`src/rtl/operand_tf_pkg.sv`:
```
// Shared widths and FSM state type for the operand transform lane.
package operand_tf_pkg;

    localparam int unsigned ELEM_WIDTH_IN  = 8;
    localparam int unsigned SCALE_WIDTH    = 8;
    localparam int unsigned ELEM_WIDTH_OUT = 16;

    typedef enum logic [1:0] {
        IDLE,
        COMPUTE,
        DONE
    } state_t;

endpackage

```
`src/rtl/operand_tf_sat_mul.sv`:
```
// Unsigned element*scale (or element pass-through) saturated to the result width.
module operand_tf_sat_mul
    import operand_tf_pkg::*;
#(
    parameter int unsigned ELEM_W_IN  = ELEM_WIDTH_IN,
    parameter int unsigned SCALE_W    = SCALE_WIDTH,
    parameter int unsigned ELEM_W_OUT = ELEM_WIDTH_OUT
) (
    input  logic [ELEM_W_IN-1:0]  elem,
    input  logic [SCALE_W-1:0]    scale,
    input  logic                  bypass,
    output logic [ELEM_W_OUT-1:0] result
);

    localparam int unsigned PROD_W = ELEM_W_IN + SCALE_W;
    // Work width covers both the full product and the result, so one compare saturates either path.
    localparam int unsigned MW = (PROD_W > ELEM_W_OUT) ? PROD_W : ELEM_W_OUT;

    logic [MW-1:0] prod_w;
    logic [MW-1:0] sel_w;
    logic [MW-1:0] max_out;

    always_comb begin
        max_out                   = '0;
        max_out[ELEM_W_OUT-1:0]   = '1;
        prod_w                    = MW'(elem) * MW'(scale);
        sel_w                     = bypass ? MW'(elem) : prod_w;
        if (sel_w > max_out)
            result = '1;
        else
            result = sel_w[ELEM_W_OUT-1:0];
    end

endmodule

```
`src/rtl/operand_tf_seq_lane.sv`:
```
// Sequential lane: accepts a group of elements with one shared scale and
// scales them one per cycle through a single saturating multiplier.
module operand_tf_seq_lane
    import operand_tf_pkg::*;
#(
    parameter int unsigned NUM_ELEM   = 4,
    parameter int unsigned ELEM_W_IN  = ELEM_WIDTH_IN,
    parameter int unsigned SCALE_W    = SCALE_WIDTH,
    parameter int unsigned ELEM_W_OUT = ELEM_WIDTH_OUT
) (
    input  logic                           clk,
    input  logic                           rst,
    input  logic                           in_valid,
    output logic                           in_ready,
    input  logic [NUM_ELEM*ELEM_W_IN-1:0]  in_elems,
    input  logic [SCALE_W-1:0]             in_scale,
    input  logic                           in_bypass,
    output logic                           out_valid,
    input  logic                           out_ready,
    output logic [NUM_ELEM*ELEM_W_OUT-1:0] out_elems,
    output logic                           busy
);

    localparam int unsigned IDX_W = (NUM_ELEM > 1) ? $clog2(NUM_ELEM) : 1;

    state_t                state;
    state_t                state_nxt;
    logic [IDX_W-1:0]      idx;
    logic [ELEM_W_IN-1:0]  elem_buf [NUM_ELEM];
    logic [SCALE_W-1:0]    scale_buf;
    logic                  bypass_buf;
    logic [ELEM_W_OUT-1:0] res [NUM_ELEM];
    logic [ELEM_W_IN-1:0]  cur_elem;
    logic [ELEM_W_OUT-1:0] mul_out;
    logic                  accept;
    logic                  last_idx;

    assign accept   = in_valid && in_ready;
    assign last_idx = (idx == IDX_W'(NUM_ELEM - 1));

    always_ff @(posedge clk or posedge rst) begin
        if (rst)
            state <= IDLE;
        else
            state <= state_nxt;
    end

    always_comb begin
        state_nxt = state;
        case (state)
            IDLE:    if (accept) state_nxt = COMPUTE;
            COMPUTE: if (last_idx) state_nxt = DONE;
            DONE:    if (out_ready) state_nxt = accept ? COMPUTE : IDLE;
            default: state_nxt = IDLE;
        endcase
    end

    // Reset holds state at IDLE, so in_ready is gated by rst to stay low during reset.
    always_comb begin
        in_ready  = 1'b0;
        out_valid = 1'b0;
        busy      = 1'b0;
        case (state)
            IDLE:    in_ready = !rst;
            COMPUTE: busy = 1'b1;
            DONE: begin
                out_valid = 1'b1;
                in_ready  = out_ready && !rst;
            end
            default: ;
        endcase
    end

    always_comb begin
        cur_elem = '0;
        for (int unsigned i = 0; i < NUM_ELEM; i++)
            if (idx == IDX_W'(i))
                cur_elem = elem_buf[i];
    end

    operand_tf_sat_mul #(
        .ELEM_W_IN  (ELEM_W_IN),
        .SCALE_W    (SCALE_W),
        .ELEM_W_OUT (ELEM_W_OUT)
    ) u_sat_mul (
        .elem   (cur_elem),
        .scale  (scale_buf),
        .bypass (bypass_buf),
        .result (mul_out)
    );

    always_ff @(posedge clk or posedge rst) begin
        if (rst) begin
            idx        <= '0;
            scale_buf  <= '0;
            bypass_buf <= 1'b0;
            for (int unsigned i = 0; i < NUM_ELEM; i++) begin
                elem_buf[i] <= '0;
                res[i]      <= '0;
            end
        end else if (accept) begin
            idx        <= '0;
            scale_buf  <= in_scale;
            bypass_buf <= in_bypass;
            for (int unsigned i = 0; i < NUM_ELEM; i++)
                elem_buf[i] <= in_elems[i*ELEM_W_IN +: ELEM_W_IN];
        end else if (state == COMPUTE) begin
            idx <= idx + IDX_W'(1);
            for (int unsigned i = 0; i < NUM_ELEM; i++)
                if (idx == IDX_W'(i))
                    res[i] <= mul_out;
        end
    end

    always_comb begin
        out_elems = '0;
        for (int unsigned i = 0; i < NUM_ELEM; i++)
            out_elems[i*ELEM_W_OUT +: ELEM_W_OUT] = res[i];
    end

endmodule

```
`config.mk`:
```
export PLATFORM = sky130hd
export DESIGN_NAME = operand_tf_seq_lane
export DESIGN_NICKNAME = d
export VERILOG_FILES = /design/src/rtl/operand_tf_pkg.sv /design/src/rtl/operand_tf_sat_mul.sv /design/src/rtl/operand_tf_seq_lane.sv
export SDC_FILE = /design/constraint.sdc
export NUM_CORES = 1
export LEC_CHECK = 0
export CORE_UTILIZATION = 40
export CTS_CLUSTER_DIAMETER = 100
export DETAILED_ROUTE_END_ITERATION = 8
export PLACE_DENSITY = 0.72
export SLEW_MARGIN = 20
export SYNTH_ARGS = -nofsm -noshare
export SYNTH_HDL_FRONTEND = slang
export SYNTH_SLANG_ARGS = --single-unit
```
`constraint.sdc`:
```
create_clock -name clk -period 15.2 [get_ports clk]
set_input_delay 1.52 -clock clk [delete_from_list [all_inputs] [get_ports clk]]
set_output_delay 1.52 -clock clk [all_outputs]
set_load 0.02 [all_outputs]
```
==> impl_metrics.toml <==
[synth]
synth_ff_type = "dfrtp_1"
ys_async_sr_fraction_pct = 100
synth_seq_cells = 109
syn_inst = 653
synth_commonest_cells = "109 x dfrtp_1, 59 x nand2_1, 57 x inv_1, 53 x nor2b_1"
yosysWarnings = 0
yosysSeqAreaShare_pct = 39.7
yosysTopAreaCell = "dfrtp_1"
synth_area_leaders = "dfrtp_1 40%, fa_1 10%, ha_1 7.3%, mux2_2 6.6%, nor2b_1 4.8%"
syn-num-nets = 774
synth_cell_type_count = 54
synth.most_common_cell = "dfrtp_1"
synthesis.area_um2 = 6870
yosysTopAreaCellShare_pct = 39.7
syn_avg_cell_area_um2 = 10.5
synth-edff-count = 0

[clocking]
htreeDepth = 3
clk_pin_slew_ns = 0.08
cts_num_sinks = 109
cts_setup_buffers = 0
insertion_delay_ns = 0.37
cts_hold_buf = 0
cts_tree = "built"
clk_path_buf_depth = 2
cts_root_buf = "clkbuf_16"
post_cts_resized = 0
cts_buffers = 9

[job]
maxCapViolations = 0

[global_route]
met2_usage_pct = 32.3
grt_max_degree = 62
antenna_found_initial = 0
met3_usage_pct = 3.49
first_global_vias = 5296
grt-busiest-layer = "met2"
grt_pass1_wl_um = 27100
grt.met1_usage_pct = 25.9
track_usage_pct = 19.5
grt_overflow = 0

[timing]
whs_ns = 0.480
worst_pin_slew_ns = 1.08
rsz0062_at_grt = "false"
finalSetupViolCount = 0
timing.final.max_slew_violations = 0
fin_tns_setup_ns = 0
hold_viol = 0
max_freq_mhz = 155
skew_ns = 0.00871
period_share_pct = 42.4
fin_ws_ns = 8.76
finalCriticalPeriod_ns = 6.44
timing.slew.headroom_pct = 28.0

[route]
viasPerCell = 5.33
ant_nets = 0
dr.pass1.iters = 6
drc = 0
vias = 5168
drt_iter0_drc = 259
totalWireLength_um = 15800
wl_per_cell_um = 16.3

[worst_setup_path]
critPathMaxFanout = 12
critPathKind = "reg2reg"
r2r_end = "out_elems[42]$_DFFE_PP0P_"
critPathCaptureType = "register"
reg2reg_slack_ns = 8.76
worst-path-stages = 19
cp-startpoint = "idx[0]$_DFFE_PP0P_"
worst_path_largest_cell_delay_ns = 0.79
crit_chain = "inv_1 -> ha_1 -> clkinv_1 -> o211a_1 -> a21oi_1 -> nand2b_1 -> fa_1 -> fa_1 -> inv_1 -> fa_1 -> inv_1 -> fa_1 -> inv_1 -> ha_1 -> a21oi_2 -> and2_1 -> a21oi_1 -> or3_1 -> a32o_1"
critical_path.top_delay_family = "adder cells"
worst-endpoint-required_ns = 15.46
worst_ep_arrival_time_ns = 6.70
r2r_start = "idx[0]$_DFFE_PP0P_"
worst-r2r-cell-count = 19
start_kind = "register"
cp.buffers_inverters = 5
cpMaxStageDelayCell = "a21oi_1"

[min_path]
hp-class = "reg2reg"
hp-start = "out_elems[17]$_DFFE_PP0P_"
hold_end = "out_elems[17]$_DFFE_PP0P_"
holdPathStages = 2

[die]
die_x_um = 133
io_pins = 112
dieArea_um2 = 17700
die_y_um = 133
core_um2 = 16700
rows = 47
start_util_pct = 41.1

[final_layout]
fillers = 1554
drive_above_1_share_pct = 10.8
n_antenna_cell = 0
fin_cells = 970
final_nets = 866
area_growth_pct = 22.4

[place]
place.gp.congestion = 0.843
place_inst = 954
port_buffers = 111
dp_hpwl_um = 11600
dpl_worst_slack_ns = 8.82

[status]
status = "completed"
[flip-flops by register name, summed over array words and instances (netlist names)]
signal / cells
elem_buf: 32
state: 2
idx: 2
scale_buf: 8
out_elems: 64
bypass_buf: 1
[stage by stage]
step	utilization, %	instance area (um^2)
5_1_grt	50.3	8400
6_report	50.3	8400
2_1_floorplan	-	6870
3_3_place_gp	48.6	8120
4_1_cts	50.3	8400
3_5_place_dp	48.6	8120
[metal layers]
metal,vias up,routed length [um]
met4,0,236
met5,-,0
met1,2572,7110
met2,138,7790
li1,2442,-
met3,16,703
[how the worst max path moves through the flow]
| stage | to | slack (ns) |
|---|---|---|
| 2_1_floorplan | out_elems[62]$_DFFE_PP0P_ | 9.87 |
| 3_3_place_gp | out_elems[26]$_DFFE_PP0P_ | 8.98 |
| 3_5_place_dp | out_elems[26]$_DFFE_PP0P_ | 8.82 |
| 4_1_cts | out_elems[42]$_DFFE_PP0P_ | 8.78 |
| 5_1_grt | out_elems[58]$_DFFE_PP0P_ | 8.26 |
| 6_report | out_elems[42]$_DFFE_PP0P_ | 8.76 |
[final cells by class]
cell class	count	area, um^2	area share, %
Clock buffer	10	229	2.72
Clock inverter	6	51.3	0.610
Inverter	59	224	2.66
Multi-Input combinational cell	449	3740	44.5
Sequential cell	109	2730	32.5
Tap cell	220	275	3.28
Timing Repair Buffer	117	1160	13.8
[kinds of logic (layout without fill, tap and decap cells)]
logic type | count (synthesis) | in the layout | synth area share [%]
xor gates and xnor gates | 3 | 3 | 0.383
adders and majority gates | 76 | 76 | 17.8
and+or+nand+nor | 188 | 188 | 14.3
DFF | 109 | 109 | 39.7
AOI/OAI and AO/OA | 138 | 138 | 14.9
muxes | 44 | 44 | 7.14
buffers and inverters | 95 | 192 | 5.83
[placed cells by master, fill, tap and decap left out, types with 4 or more instances in the layout]
cell type | synthesis | final
nor2b_1 | 53 | 53
nand2b_1 | 8 | 8
clkdlybuf4s50_1 | 0 | 111
o31ai_1 | 8 | 8
dfrtp_1 | 109 | 109
nor2_1 | 13 | 13
nor3_1 | 22 | 22
nor4_1 | 8 | 8
a21o_1 | 8 | 8
o41ai_2 | 4 | 4
a22oi_1 | 5 | 5
inv_1 | 57 | 56
mux2_2 | 40 | 40
nand2_1 | 59 | 59
nand3b_1 | 4 | 4
mux2i_1 | 4 | 4
a31oi_1 | 7 | 7
clkbuf_16 | 0 | 9
o21ai_0 | 34 | 34
a32o_1 | 12 | 12
buf_4 | 4 | 6
ha_1 | 40 | 40
and2_1 | 8 | 7
fa_1 | 36 | 36
a21oi_1 | 22 | 22
a221o_1 | 9 | 9
[worst register-to-register path, delay by kind of cell (launching register included)]
kind	cells	cell delay, ns
adder cells (fa/ha/maj)	6	2.75
flip-flops	1	0.44
buffers and inverters	5	0.57
AND/OR/NAND/NOR	3	0.87
AO/OA/AOI/OAI	5	1.72
Power is not shown: default switching activity piles up to over one toggle a cycle in this logic, so the estimate is an artifact.
